--- src/rtl/seat_pkg.sv ---
// Shared constants and types for the seat reservation expiry controller.
package seat_pkg;

  localparam int MIN_PER_DAY = 1440;
  localparam int TIME_W      = 11;
  localparam int DUR_W       = 11;
  localparam int SUM_W       = TIME_W + 1;

  typedef enum logic {
    IDLE = 1'b0,
    SCAN = 1'b1
  } state_t;

endpackage

--- src/rtl/hm_to_minutes.sv ---
// Converts the timer's hour/minute pair into minute-of-day and flags
// out-of-range time values.
module hm_to_minutes
  import seat_pkg::*;
(
  input  logic [4:0]        hour,
  input  logic [5:0]        minute,
  output logic [TIME_W-1:0] minutes,
  output logic              valid
);

  // 31*60+63 still fits in 11 bits, so invalid inputs cannot overflow
  always_comb begin
    minutes = (TIME_W'(hour) * TIME_W'(60)) + TIME_W'(minute);
    valid   = (hour <= 5'd23) && (minute <= 6'd59);
  end

endmodule

--- src/rtl/seat_expiry_ctrl.sv ---
// Seat reservation table with per-minute expiry scan; releases each seat
// whose absolute expiry minute matches the minute latched at scan start.
module seat_expiry_ctrl
  import seat_pkg::*;
#(
  parameter int NUM_SEATS = 32,
  parameter int SEAT_W    = $clog2(NUM_SEATS)
) (
  input  logic                 clk,
  input  logic                 rst_n,
  input  logic [4:0]           hour_in,
  input  logic [5:0]           min_in,
  input  logic                 min_tick,
  input  logic                 day_clear,
  input  logic                 req_valid,
  output logic                 req_ready,
  input  logic                 req_cancel,
  input  logic [SEAT_W-1:0]    req_seat,
  input  logic [DUR_W-1:0]     req_dur,
  output logic                 rsp_valid,
  output logic                 rsp_ok,
  output logic                 rel_valid,
  output logic [SEAT_W-1:0]    rel_seat,
  output logic [NUM_SEATS-1:0] occupied,
  output logic                 busy
);

  localparam logic [SEAT_W-1:0] LAST_IDX = SEAT_W'(NUM_SEATS - 1);

  logic [TIME_W-1:0] now_min;
  logic              time_valid;

  hm_to_minutes u_hm_to_minutes (
    .hour    (hour_in),
    .minute  (min_in),
    .minutes (now_min),
    .valid   (time_valid)
  );

  state_t            state_q, state_d;
  logic [SEAT_W-1:0] idx_q, idx_d;
  logic [TIME_W-1:0] now_q, now_d;
  logic              pending_q, pending_d;
  logic              rel_hit;
  logic [TIME_W-1:0] expiry [NUM_SEATS];

  logic              req_fire;
  logic              seat_in_range;
  logic              seat_occ;
  logic              dur_ok;
  logic              req_ok;
  logic [SUM_W-1:0]  exp_sum;
  logic [TIME_W-1:0] exp_new;

  // Request qualification; expiry wraps past midnight using a 12-bit sum
  always_comb begin
    req_fire      = req_valid & req_ready;
    seat_in_range = int'(req_seat) < NUM_SEATS;
    seat_occ      = seat_in_range && occupied[req_seat];
    dur_ok        = (req_dur != '0) && (req_dur < DUR_W'(MIN_PER_DAY));
    exp_sum       = SUM_W'(now_min) + SUM_W'(req_dur);
    if (exp_sum >= SUM_W'(MIN_PER_DAY)) begin
      exp_new = TIME_W'(exp_sum - SUM_W'(MIN_PER_DAY));
    end else begin
      exp_new = TIME_W'(exp_sum);
    end
    if (req_cancel) begin
      req_ok = seat_occ;
    end else begin
      req_ok = seat_in_range && !seat_occ && dur_ok && time_valid;
    end
  end

  always_ff @(posedge clk or negedge rst_n) begin
    if (!rst_n) begin
      state_q   <= IDLE;
      idx_q     <= '0;
      now_q     <= '0;
      pending_q <= 1'b0;
    end else begin
      state_q   <= state_d;
      idx_q     <= idx_d;
      now_q     <= now_d;
      pending_q <= pending_d;
    end
  end

  // A tick arriving on the final scan cycle is folded into the rescan decision
  always_comb begin
    state_d   = state_q;
    idx_d     = idx_q;
    now_d     = now_q;
    pending_d = pending_q;
    rel_hit   = 1'b0;
    req_ready = 1'b0;
    busy      = (state_q == SCAN);
    if (day_clear) begin
      state_d   = IDLE;
      idx_d     = '0;
      pending_d = 1'b0;
    end else begin
      case (state_q)
        IDLE: begin
          req_ready = 1'b1;
          if (min_tick && time_valid) begin
            state_d = SCAN;
            idx_d   = '0;
            now_d   = now_min;
          end
        end
        SCAN: begin
          rel_hit = occupied[idx_q] && (expiry[idx_q] == now_q);
          if (min_tick) begin
            pending_d = 1'b1;
          end
          if (idx_q == LAST_IDX) begin
            idx_d     = '0;
            pending_d = 1'b0;
            if ((pending_q || min_tick) && time_valid) begin
              now_d = now_min;
            end else begin
              state_d = IDLE;
            end
          end else begin
            idx_d = idx_q + SEAT_W'(1);
          end
        end
        default: begin
          state_d = IDLE;
        end
      endcase
    end
  end

  always_ff @(posedge clk or negedge rst_n) begin
    if (!rst_n) begin
      rsp_valid <= 1'b0;
      rsp_ok    <= 1'b0;
      rel_valid <= 1'b0;
      rel_seat  <= '0;
      occupied  <= '0;
      for (int i = 0; i < NUM_SEATS; i++) begin
        expiry[i] <= '0;
      end
    end else begin
      rsp_valid <= req_fire;
      rsp_ok    <= req_fire & req_ok;
      rel_valid <= rel_hit;
      if (rel_hit) begin
        rel_seat <= idx_q;
      end
      if (day_clear) begin
        occupied <= '0;
      end else begin
        if (rel_hit) begin
          occupied[idx_q] <= 1'b0;
        end
        if (req_fire && req_ok) begin
          occupied[req_seat] <= ~req_cancel;
          if (!req_cancel) begin
            expiry[req_seat] <= exp_new;
          end
        end
      end
    end
  end

endmodule

--- config.mk ---
export PLATFORM = sky130hd
export DESIGN_NAME = seat_expiry_ctrl
export DESIGN_NICKNAME = d
export VERILOG_FILES = /design/src/rtl/seat_pkg.sv /design/src/rtl/hm_to_minutes.sv /design/src/rtl/seat_expiry_ctrl.sv
export SDC_FILE = /design/constraint.sdc
export NUM_CORES = 1
export LEC_CHECK = 0
export ABC_AREA = 0
export CAP_MARGIN = 20
export CORE_AREA = 2 2 191 193
export DETAILED_ROUTE_END_ITERATION = 8
export DIE_AREA = 0 0 193 195
export PLACE_DENSITY = 0.78
export REMOVE_ABC_BUFFERS = 1
export SETUP_SLACK_MARGIN = 0.4
export SKIP_LAST_GASP = 1
export SLEW_MARGIN = 5
export SYNTH_ARGS = -nofsm -noshare
export SYNTH_HDL_FRONTEND = slang
export SYNTH_SLANG_ARGS = --single-unit
--- constraint.sdc ---
create_clock -name clk -period 3.45 [get_ports clk]
set_input_delay 0.345 -clock clk [delete_from_list [all_inputs] [get_ports clk]]
set_output_delay 0.345 -clock clk [all_outputs]
set_load 0.02 [all_outputs]
==> results <==
- The flow ran to the end, but the final reports show violations.
- The checks that failed: negative setup slack.
- Summed over all layers, the routed wires come to about 76 mm.
- The final critical delay including setup and external delays is just under 5000 ps.
- The later pin in the worst-skew pair is clocked with a latency of around 580 ps.
- The number of global-route vias before repair is between 15000 and 20000.
- Detailed placement finished with a half-perimeter wire length of approximately 44 mm.
- For the final routed database, the setup TNS stands at -269880 ps.
- The share of synthesized area in the top cell type comes to 48.4%.
- The transition time of the tightest slew-check pin is 744 ps.
- Global routing finished with a remaining overflow of 0.
- The TritonCTS clock tree is built.
- The routability congestion estimate from global placement is 0.921.
- The fraction of the core area covered by cells at the end of the flow is between 70 and 80%.
- The relative slew slack is 49.9%.
- The type of the worst min-delay path is input pin to flop.
- The CTS clock-pin slew for the worst setup and hold paths is 60 ps.
- 0 antenna diodes ended up in the layout.
- The met1 capacity usage during global routing is between 40% and 50%.
- The kind of capture point of the worst setup path is a flop.
- The longest clock path from root to sink contains 3 buffers.
- The count of final setup violators is between 200 and 250.
- The detail-routed net length per standard cell is 27.8 um.
- The area overhead of the layout relative to synthesis is 29.1%.
- The count of TritonRoute iterations in the first routing pass is 6.
- The count of input and output buffers is 74.
- The average footprint of a synthesized cell is roughly 11 um^2.
- Static timing analysis puts the maximum clock frequency at 0.206 GHz.
- The global-route wire length before repair is about 110 mm.
- In the synthesized netlist, the number of instances is around 1900.
- In the final layout, the share of cells above drive strength 1 is 32.9%.
- The number of nets with antenna violations after routing is 0.
- In this run the register-to-register setup slack is -450 ps.
- Yosys mapped a number of flops with a built-in enable equal to 0.
- Setup repair after global routing could not meet its margin everywhere.
- The share of flip-flops with an asynchronous set or reset is between 90% and 100%.
- In the routed layout, each cell is associated on average with a via count of ~6.7.
- Along the worst path, the maximum fanout reaches 8.
- After synthesis, the cell types taking the most area are sky130_fd_sc_hd__dfrtp_1 (48%), sky130_fd_sc_hd__mux2i_1 (8.0%), sky130_fd_sc_hd__mux2_2 (7.0%), sky130_fd_sc_hd__o21ai_0 (5.4%), sky130_fd_sc_hd__nand2_1 (5.0%).
- For this design the ratio of total power to cell area is a little under 800 nW/um^2.
- The final instance area is roughly 27000 um^2.
- The number of DRC violations after detailed routing is 0.
- The clock sink count is 410.
- The first routing iteration left roughly 2200 violations.
- After synthesis, the netlist uses 72 different library cells.
- The die width is ~190 um.
- Once routing completed, OpenROAD measured the worst setup slack at -1410 ps.
- The initial utilization of the core area, before any placement, comes to between 50% and 60%.
- Summed over all instances, the cell type with the most area after synthesis is sky130_fd_sc_hd__dfrtp_1.
- After synthesis, the most frequently instantiated cells are sky130_fd_sc_hd__dfrtp_1 (410), sky130_fd_sc_hd__nand2_1 (280), sky130_fd_sc_hd__o21ai_0 (229).
- The height of the die is between 150 and 200 um.
- The netlist area before placement is approximately 21000 um^2.
- The slowest library cell on the worst path is sky130_fd_sc_hd__fa_1.
- TritonCTS created 43 clock buffers.
- For met3 alone, demand over resource in global routing was about a tenth.
- Data on the critical path arrives at its endpoint at 5370 ps.
- The met2 routing resource usage after global routing is approximately three fifths.
- The data required time at the worst endpoint is 3960 ps.
- The setup path with the least slack is of type input pin to flop.
- The floorplan step defined a die boundary enclosing approximately 38000 um^2.
- The core region area is about 35000 um^2.
- The number of placed instances, taps included, is about 2600.
- The largest net degree at the start of global routing is 85.
- The maximum resistive drop on vdd is 1.50 mV.
- The final hold violation count is 0.
- The sequential fraction of the synthesis area is 48.4%.
- The element type at the critical path start is an input pin.
- The H-tree depth is 2.
- The initial antenna violation count is 1.
- The cell at the root of the clock tree is sky130_fd_sc_hd__clkbuf_16.
- In this run the core area contains 69 standard-cell rows.
- Summed over all cells, the static leakage comes to between 0.01 and 0.015 uW.
- The layer with the highest usage after global routing is met2.
- The count of boundary I/O pins is 75.
- Between clock sinks in the finished design, the worst skew comes to about 13 ps.
- For this block, the via count after detailed routing is ~18000.
- The number of max-slew violations in the final report came to 0.
- The net count of the finished layout is around 2300.
- In this run the cell area measured after placement is 24300 um^2.
- Across the run, the number of max-cap violations was 0.
- The critical path goes through buf_8 -> fa_2 -> fa_1 -> inv_1 -> fa_1 -> inv_2 -> ha_4 -> buf_6 -> xnor2_2 -> ha_1 -> o21ai_0 -> nor2_1 -> a21oi_1 -> inv_1 -> ha_1 -> nand2b_4 -> buf_4 -> a2bb2oi_2 -> a21oi_2 -> bufbuf_16 -> mux2_2.
- The count of cells in the finished layout, fillers not included, comes to about 2700.
- Counting flops and latches in the post-synthesis netlist gives between 400 and 500.
- The delay of the slowest critical-path stage is around 520 ps.
- The total number of yosys warnings is 0.
- In the global route stage, overall resource usage came out at 39.8%.
- The most used flip-flop cell after synthesis is sky130_fd_sc_hd__dfrtp_1.
- Among all cell types in the netlist, the one instantiated most often is sky130_fd_sc_hd__dfrtp_1.
- In the finished design, the share of the clock period the worst path needs comes to 141%.
==> through the flow <==
stage	hold slack [ps]	total power (uW)	setup WS, ps
6_report	304	21400	-1410
5_1_grt	332	21800	-1480
4_1_cts	300	19400	-1220
3_5_place_dp	404	12400	-2200
3_3_place_gp	393	12100	-2050
2_1_floorplan	49.4	8730	-5730
==> layer usage <==
metal  vias up  share of wire [%]
met1      9011                 35
met2      1303                 45
met5         -              0.082
met3       475                 11
li1       7516                  -
met4         4                8.5
==> state kept, by name (all words and copies together) (netlist names) <==
| register | count |
|---|---|
| pending_q | 1 |
| rel_valid | 1 |
| rsp_ok | 1 |
| occupied | 32 |
| expiry | 352 |
| rel_seat | 5 |
| now_q | 11 |
| idx_q | 5 |
| rsp_valid | 1 |
| busy | 1 |
==> where the power goes <==
part / internal [uW] / leakage, uW / switching, uW / total [uW]
Clock: 2870 / 0.000724 / 2030 / 4890
Combinational: 4580 / 0.00600 / 6290 / 10900
Sequential: 5330 / 0.00567 / 343 / 5680
==> repair_timing <==
item	CTS	global route
hold buffers	1	0
buffers inserted	51	9
pin swaps	54	19
hold endpoints to repair	78	0
endpoints found under the setup margin	282	401
cloned	8	1
resized for setup	165	48
==> worst paths after layout <==
path                                  start      endpoint  cells after the start
worst max register to register     idx_q[0]  occupied[31]                     15
min in group asynchronous             rst_n   expiry[272]                      2
worst max-delay path             hour_in[1]   expiry[130]                     21
max in group asynchronous             rst_n   rel_seat[1]                      3
worst min-delay path              day_clear      idx_q[4]                      3
worst min register to register  expiry[127]   expiry[127]                      2
==> worst max-delay path, delay by kind of cell <==
family / cells / cell delay (ps)
simple gates: 2 / 290
mux: 1 / 150
fa+ha+maj: 6 / 2320
buf+inv: 7 / 930
xor+xnor: 1 / 260
compound gates: 4 / 1050
==> cell families (layout without fill, tap and decap cells) <==
kind of cell | count (synthesis) | after routing | synth area share, %
AOI/OAI and AO/OA | 444 | 444 | 13.1
xor gates and xnor gates | 29 | 29 | 1.20
adders and majority gates | 46 | 46 | 3.04
buffers and inverters | 195 | 534 | 5.56
DFF | 410 | 410 | 48.4
muxes | 335 | 338 | 18.0
and+or+nand+nor | 461 | 461 | 10.6
==> layout make-up <==
class,instances,area [um^2]
multi-input cells,1318,10500
flip-flops and latches,410,10300
fillers,2001,8070
repair buffers,420,4400
clock buffers,63,1230
well taps,461,577
clock inverters,16,238
inverters,35,131
==> layout by cell type, fill, tap and decap left out, drive strengths merged, types with 15 or more instances in the layout <==
| master | instances |
|---|---|
| nor2 | 39 |
| buf | 348 |
| xnor2 | 15 |
| mux4 | 19 |
| mux2i | 171 |
| clkdlybuf4s50 | 68 |
| clkbuf | 64 |
| inv | 36 |
| mux2 | 148 |
| a221oi | 33 |
| and3 | 42 |
| nand2 | 280 |
| dfrtp | 410 |
| nor4 | 29 |
| o22ai | 84 |
| ha | 37 |
| o21ai | 275 |
| a21oi | 18 |
No activity file was read; power rests on OpenSTA's default activity.
